### src/rtl/booth_mult_seq.sv
// booth_mult_seq: sequential radix-2 Booth multiplier, start/busy/done handshake
//   clk, rst_n           clock, asynchronous active-low reset
//   start                request; operands captured on the accepted edge
//   multiplicand (M)     signed WIDTH-bit operand
//   multiplier (Q)       signed WIDTH-bit operand
//   busy                 high while in CALC
//   done                 one-cycle pulse when product is updated
//   product              registered signed 2*WIDTH-bit M*Q, held until next done
module booth_mult_seq #(
  parameter int WIDTH = 8,
  parameter int CNT_W = 4
) (
  input  logic                 clk,
  input  logic                 rst_n,
  input  logic                 start,
  input  logic [WIDTH-1:0]     multiplicand,
  input  logic [WIDTH-1:0]     multiplier,
  output logic                 busy,
  output logic                 done,
  output logic [2*WIDTH-1:0]   product
);
  typedef enum logic [1:0] {IDLE, CALC, DONE} state_t;
  state_t               state_q, state_d;
  logic                 pend_q, pend_d;
  logic [WIDTH-1:0]     m_q, m_d, q_q, q_d;
  logic [WIDTH:0]       a_q, a_d;
  logic                 q1_q, q1_d;
  logic [CNT_W-1:0]     cnt_q, cnt_d;
  logic [2*WIDTH-1:0]   prod_q, prod_d;
  logic [WIDTH:0]       m_ext, alu_a, alu_b, acc, a_n;
  logic                 alu_cin, sub, add, accept, q1_n;
  logic [WIDTH-1:0]     q_n;
  // M is sign-extended one bit so -2^(WIDTH-1) survives subtraction
  assign m_ext   = {m_q[WIDTH-1], m_q};
  assign sub     = q_q[0] & ~q1_q;
  assign add     = ~q_q[0] & q1_q;
  // Operands as presented to the add/subtract ALU: subtract is A + ~M + 1
  assign alu_a   = a_q;
  assign alu_b   = sub ? ~m_ext : m_ext;
  assign alu_cin = sub;
  assign acc     = (sub | add) ? alu_a + alu_b + {{WIDTH{1'b0}}, alu_cin} : a_q;
  // Arithmetic shift right of {A,Q,Q_1}
  assign {a_n, q_n, q1_n} = {acc[WIDTH], acc, q_q};
  // Start is taken in a settled IDLE or in DONE (back-to-back); ignored in CALC
  assign accept  = start && ((state_q == IDLE && !pend_q) || state_q == DONE);
  always_comb begin
    state_d = state_q;
    pend_d  = 1'b0;
    m_d     = m_q;
    q_d     = q_q;
    a_d     = a_q;
    q1_d    = q1_q;
    cnt_d   = cnt_q;
    prod_d  = prod_q;
    case (state_q)
      IDLE: state_d = pend_q ? CALC : IDLE;
      CALC: begin
        a_d     = a_n;
        q_d     = q_n;
        q1_d    = q1_n;
        cnt_d   = cnt_q - 1'b1;
        state_d = (cnt_q == 1) ? DONE : CALC;
        prod_d  = (cnt_q == 1) ? {a_n[WIDTH-1:0], q_n} : prod_q;
      end
      default: state_d = IDLE;
    endcase
    // Operands are captured on the accepted edge; CALC begins one edge later
    if (accept) begin
      state_d = IDLE;
      pend_d  = 1'b1;
      m_d     = multiplicand;
      q_d     = multiplier;
      a_d     = '0;
      q1_d    = 1'b0;
      cnt_d   = CNT_W'(WIDTH);
    end
  end
  always_ff @(posedge clk or negedge rst_n) begin
    if (!rst_n) begin
      state_q <= IDLE;
      pend_q  <= 1'b0;
      m_q     <= '0;
      q_q     <= '0;
      a_q     <= '0;
      q1_q    <= 1'b0;
      cnt_q   <= '0;
      prod_q  <= '0;
    end else begin
      state_q <= state_d;
      pend_q  <= pend_d;
      m_q     <= m_d;
      q_q     <= q_d;
      a_q     <= a_d;
      q1_q    <= q1_d;
      cnt_q   <= cnt_d;
      prod_q  <= prod_d;
    end
  end
  assign busy    = (state_q == CALC);
  assign done    = (state_q == DONE);
  assign product = prod_q;
endmodule

### config.mk
export PLATFORM = sky130hd
export DESIGN_NAME = booth_mult_seq
export DESIGN_NICKNAME = d
export VERILOG_FILES = /design/src/rtl/booth_mult_seq.sv
export SDC_FILE = /design/constraint.sdc
export NUM_CORES = 1
export LEC_CHECK = 0
export BUFFER_PORTS_ARGS = -buffer_cell sky130_fd_sc_hd__buf_2
export CAP_MARGIN = 20
export CORE_UTILIZATION = 50
export CTS_BUF_LIST = sky130_fd_sc_hd__clkbuf_16
export CTS_CLUSTER_DIAMETER = 60
export DETAILED_ROUTE_END_ITERATION = 10
export GPL_TIMING_DRIVEN = 0
export PLACE_DENSITY = 0.71
export SKIP_LAST_GASP = 1
export SLEW_MARGIN = 10
export SYNTH_ARGS = -nofsm -noshare
export SYNTH_HDL_FRONTEND = slang
export SYNTH_SLANG_ARGS = --single-unit
### constraint.sdc
create_clock -name clk -period 7.7 [get_ports clk]
set_clock_uncertainty 0.2 [all_clocks]
set_input_delay 1.54 -clock clk [delete_from_list [all_inputs] [get_ports clk]]
set_output_delay 1.54 -clock clk [all_outputs]
set_load 0.05 [all_outputs]
# Word level (Yosys, flattened, before mapping)
# Cells that the tools add are included.
# word_totals
wordCells,42
ff_bits,49
out_inout_bits,18
in_bits,19
# classes
bitwise_logic,6
n_mux,15
addsub,3
n_eq_ne,3
n_reduce_logical,7
# op_table
cell,count
two-way mux 9 bit,4
two-way mux 8 bit,2
adder 9 x 1 -> 9 bit,1
adder 9 bit,1
inverter 9 bit,1
two-way mux 4 bit,2
equality test 4 x 1 -> 1 bit (second input constant),1
two-way mux 1 bit,4
two-way mux 2 bit,2
case mux 2 bit (2 select lines),1
subtractor 4 x 1 -> 4 bit (second input constant),1
AND 1 bit,2
equality test 2 x 1 -> 1 bit (second input constant),1
equality test 2 bit (second input constant),1
logical AND 1 bit,2
zero test 2 bit,1
inverter 1 bit,2
AND reduction 2 bit,1
nonzero test 2 bit,1
zero test 1 bit,1
logical OR 1 bit,1
bitwise OR 1 bit,1

# Depth between registers and ports, before layout
# logic_depth
depth_word,8
mapped_depth,11
ltp_nobuf,10

# Worst setup path after synthesis
# OpenSTA, ideal clock, no wires.
# synth_timing
kind,reg-to-output
from,reg state_q[1]
to,out busy
path_stages_with_launch,4
required_time_ps,5960
setup_slack_ps,4721
arrival_time_ps,1239
path_cell_list,dfrtp_1 -> nand2b_1 -> inv_2 -> clkbuf_1
# synth_via
elab_chain_cells,1
# synth_rtl
element,line_no,rtl
from (decl),23,"state_t state_q, state_d;"
from (signal assigned),89,state_q <= state_d;
equality test 2 x 1 -> 1 bit,99,assign busy = (state_q == CALC);
to (decl),18,"output logic busy,"
# No other way between the ends.

# Worst setup path after layout
# Ends and elaborated chain as after synthesis.

==> summary.md <==
| Metric | Value |
|---|---|
| Status | `finished clean` |
| Die area | `5235 um2` |
| Worst Tran Pin Value | `0.4982 ns` |
| Iter 0 DRT Violations | `113` |
| Post-DRT Antenna Nets | `0` |
| Fin. Hold Viols | `0` |
| Maximum fanout along the worst path | `10` |
| Initial antenna violation count | `0` |
| Share of the synthesized area in the top cell type | `48.53%` |
| CP peak stage delay | `0.40 ns` |
| Total GRT Usage | `22.00%` |
| Cells after Synth | `247` |
| Post-DP HPWL | `3557 um` |
| Dpl ws | `4.598 ns` |
| Global route total overflow | `0` |
| Setup Total Neg Slack | `0 ns` |
| Via-per-instance ratio | `5.187` |
| CTS clk-pin slew, worst paths | `0.06 ns` |
| Slowest cell on the critical path | `dfrtp_1` |
| WL final | `5027 um` |
| Largest net degree at the start of global routing | `49` |
| Slew Limit Fails | `0` |
| CTS Sinks | `48` |
| Critical Path RT | `5.96 ns` |
| Most used DFF post-synth | `dfrtp_1` |
| Via count | `1862` |
| Die Y | `72.36 um` |
| Crit path max-delay family | `buffers and inverters` |
| First-pass DRT Iterations | `4` |
| Fin crit share | `44.47%` |
| Core area | `4755 um2` |
| Yosys reg bits | `48` |
| Clock latency on the worst-skew pair | `0.29 ns` |
| Filler instances | `410` |
| Ys async rst share | `100.0%` |
| Residual DRC | `0` |
| Arrival time worst endpoint | `1.68 ns` |
| CTS Hold Bufs | `0` |
| Setup slack after layout | `4.275 ns` |
| Clock Tree Root | `clkbuf_16` |
| Wire per inst | `14.00 um` |
| CP Class | `reg2out` |
| Post-synth EDFFs | `0` |
| Final setup fails | `0` |
| Number of diodes | `0` |
| Post-CTS Setup Bufs | `0` |
| Slew headroom | `66.78%` |
| Crit path capture type | `primary output` |
| Post-CTS sizing | `0` |
| Clk buf depth | `2` |
| Sequential share of the synthesized area | `48.53%` |
| Hold crit path type | `reg2reg` |
| Post-synth top area cell | `dfrtp_1` |
| Sequential cell area | `1201 um2` |
| Synthesized area | `2475 um2` |
| Ports | `37` |
| Cts bufs inserted | `5` |
| Area of the multi-input gates | `1175 um2` |
| Port Buf Inserts | `36` |
| Max-Cap Viols | `0` |
| Syn nets | `277` |
| Final Wtd Congestion | `0.7530` |
| CTS tree | `done` |
| Startpoint Class | `flop` |
| Number of distinct library cells after synthesis | `44` |
| Period minus WS final | `3.425 ns` |
| Synth top area cells | `dfrtp_1 (49%), nand2_1 (8.6%), ha_1 (5.1%)` |
| Starting Density | `52.05%` |
| H-tree depth | `2` |
| Vias in the first global route | `1807` |
| Nets | `321` |
| Standard-cell row count | `25` |
| Fmax | `292.0 MHz` |
| Die Wd | `72.36 um` |
| Synth warnings | `0` |
| Share of cells above drive strength 1 | `25.34%` |
| Syn Area/Cell | `10.02 um2` |
| First-pass GRT wire length | `8638 um` |
| CP cell instances | `nand2b_1 -> inv_2 -> clkbuf_1 -> buf_2` |
| Worst Path Buf+Inv | `3` |
| Layout area overhead | `17.09%` |
| RSZ-0062 raised after global routing | `false` |
## state kept, by name, indices dropped and copies added, names as in the netlist
signal   flops
cnt_q        4
q1_q         1
m_q          8
pend_q       1
state_q      2
q_q          8
product     16
a_q          8
## Yosys cell counts, types with 5 or more instances
library cell and number:
dfrtp_1 48, o21ai_0 10, ha_1 10, mux2i_1 5
buf_2 7, inv_1 7, nor2_1 11, nand3_1 5
a22oi_1 8, o22ai_1 5, xor2_1 9, mux2_2 8
a21oi_1 8, nand2_1 57
## cells by family (layout without fill, tap and decap cells)
family	Yosys count	in the layout	share of synthesized area (%)
simple gates	91	91	15.98
flops	48	48	48.53
compound gates	47	47	13.85
buf+inv	22	67	3.994
mux	15	15	7.179
xor+xnor	13	13	4.601
fa+ha+maj	11	11	5.865
## placed cells by master, fill, tap and decap left out, types with 3 or more instances in the layout
master and count:
nand2b_1 3, mux2i_1 5, inv_2 3, clkbuf_1 4
dfrtp_1 48, a22oi_1 8, nor2_1 11, a21oi_1 8
mux2_2 8, ha_1 10, nand3b_1 3, o21ai_0 10
o22ai_1 5, clkbuf_16 5, inv_1 7, xor2_1 9
xnor2_1 4, buf_2 43, nand2_1 57, nand3_1 5
and3_1 4
## worst register-to-register path: stages, from the launching register on
cell and delay [ns]:
dfrtp_1 0.40, ha_1 0.21, buf_6 0.15, mux2i_4 0.22, inv_1 0.08, fa_1 0.41, a21o_1 0.19, a21oi_2 0.20
o21ai_2 0.12, o21ba_2 0.23, o31ai_1 0.18
## final cells by class
type                            count  share of cell area (%)
Clock buffer                        5                   4.318
Multi-Input combinational cell    177                   40.54
Inverter                           10                   1.295
Sequential cell                    48                   41.45
Clock inverter                      3                  0.4750
Timing Repair Buffer               37                   6.908
Tap cell                           67                   2.893
Buffer                             12                   2.116
## stage by stage
step                cells  util [%]  hold WS, ns  cell area (um2)
floorplan             247         -       0.2231             2475
global placement      350     57.61       0.2543             2739
detailed placement    350     57.61       0.2545             2739
CTS                   358     60.53       0.2719             2878
global route          359     60.95       0.2978             2898
finish                359     60.95       0.2700             2898
## worst paths after layout
kind	start	endpoint	slack (ns)	cells after the start
worst max-delay path	state_q[1]	busy	4.28	4
worst min-delay path	product[1]	product[1]	0.27	2
worst max register to register	q_q[0]	a_q[7]	5.00	10
worst min register to register	product[1]	product[1]	0.27	2
max in group asynchronous	rst_n	product[14]	5.89	2
min in group asynchronous	rst_n	m_q[1]	0.92	1
## routing by layer
layer / share of wire, % / GRT usage (%)
met5: 0 / 0
met4: 1.2 / 6.754
met3: 3.4 / 5.139
met2: 47 / 34.48
met1: 48 / 30.45
Power is not shown: default switching activity piles up to over one toggle a cycle in this logic, so the estimate is an artifact.
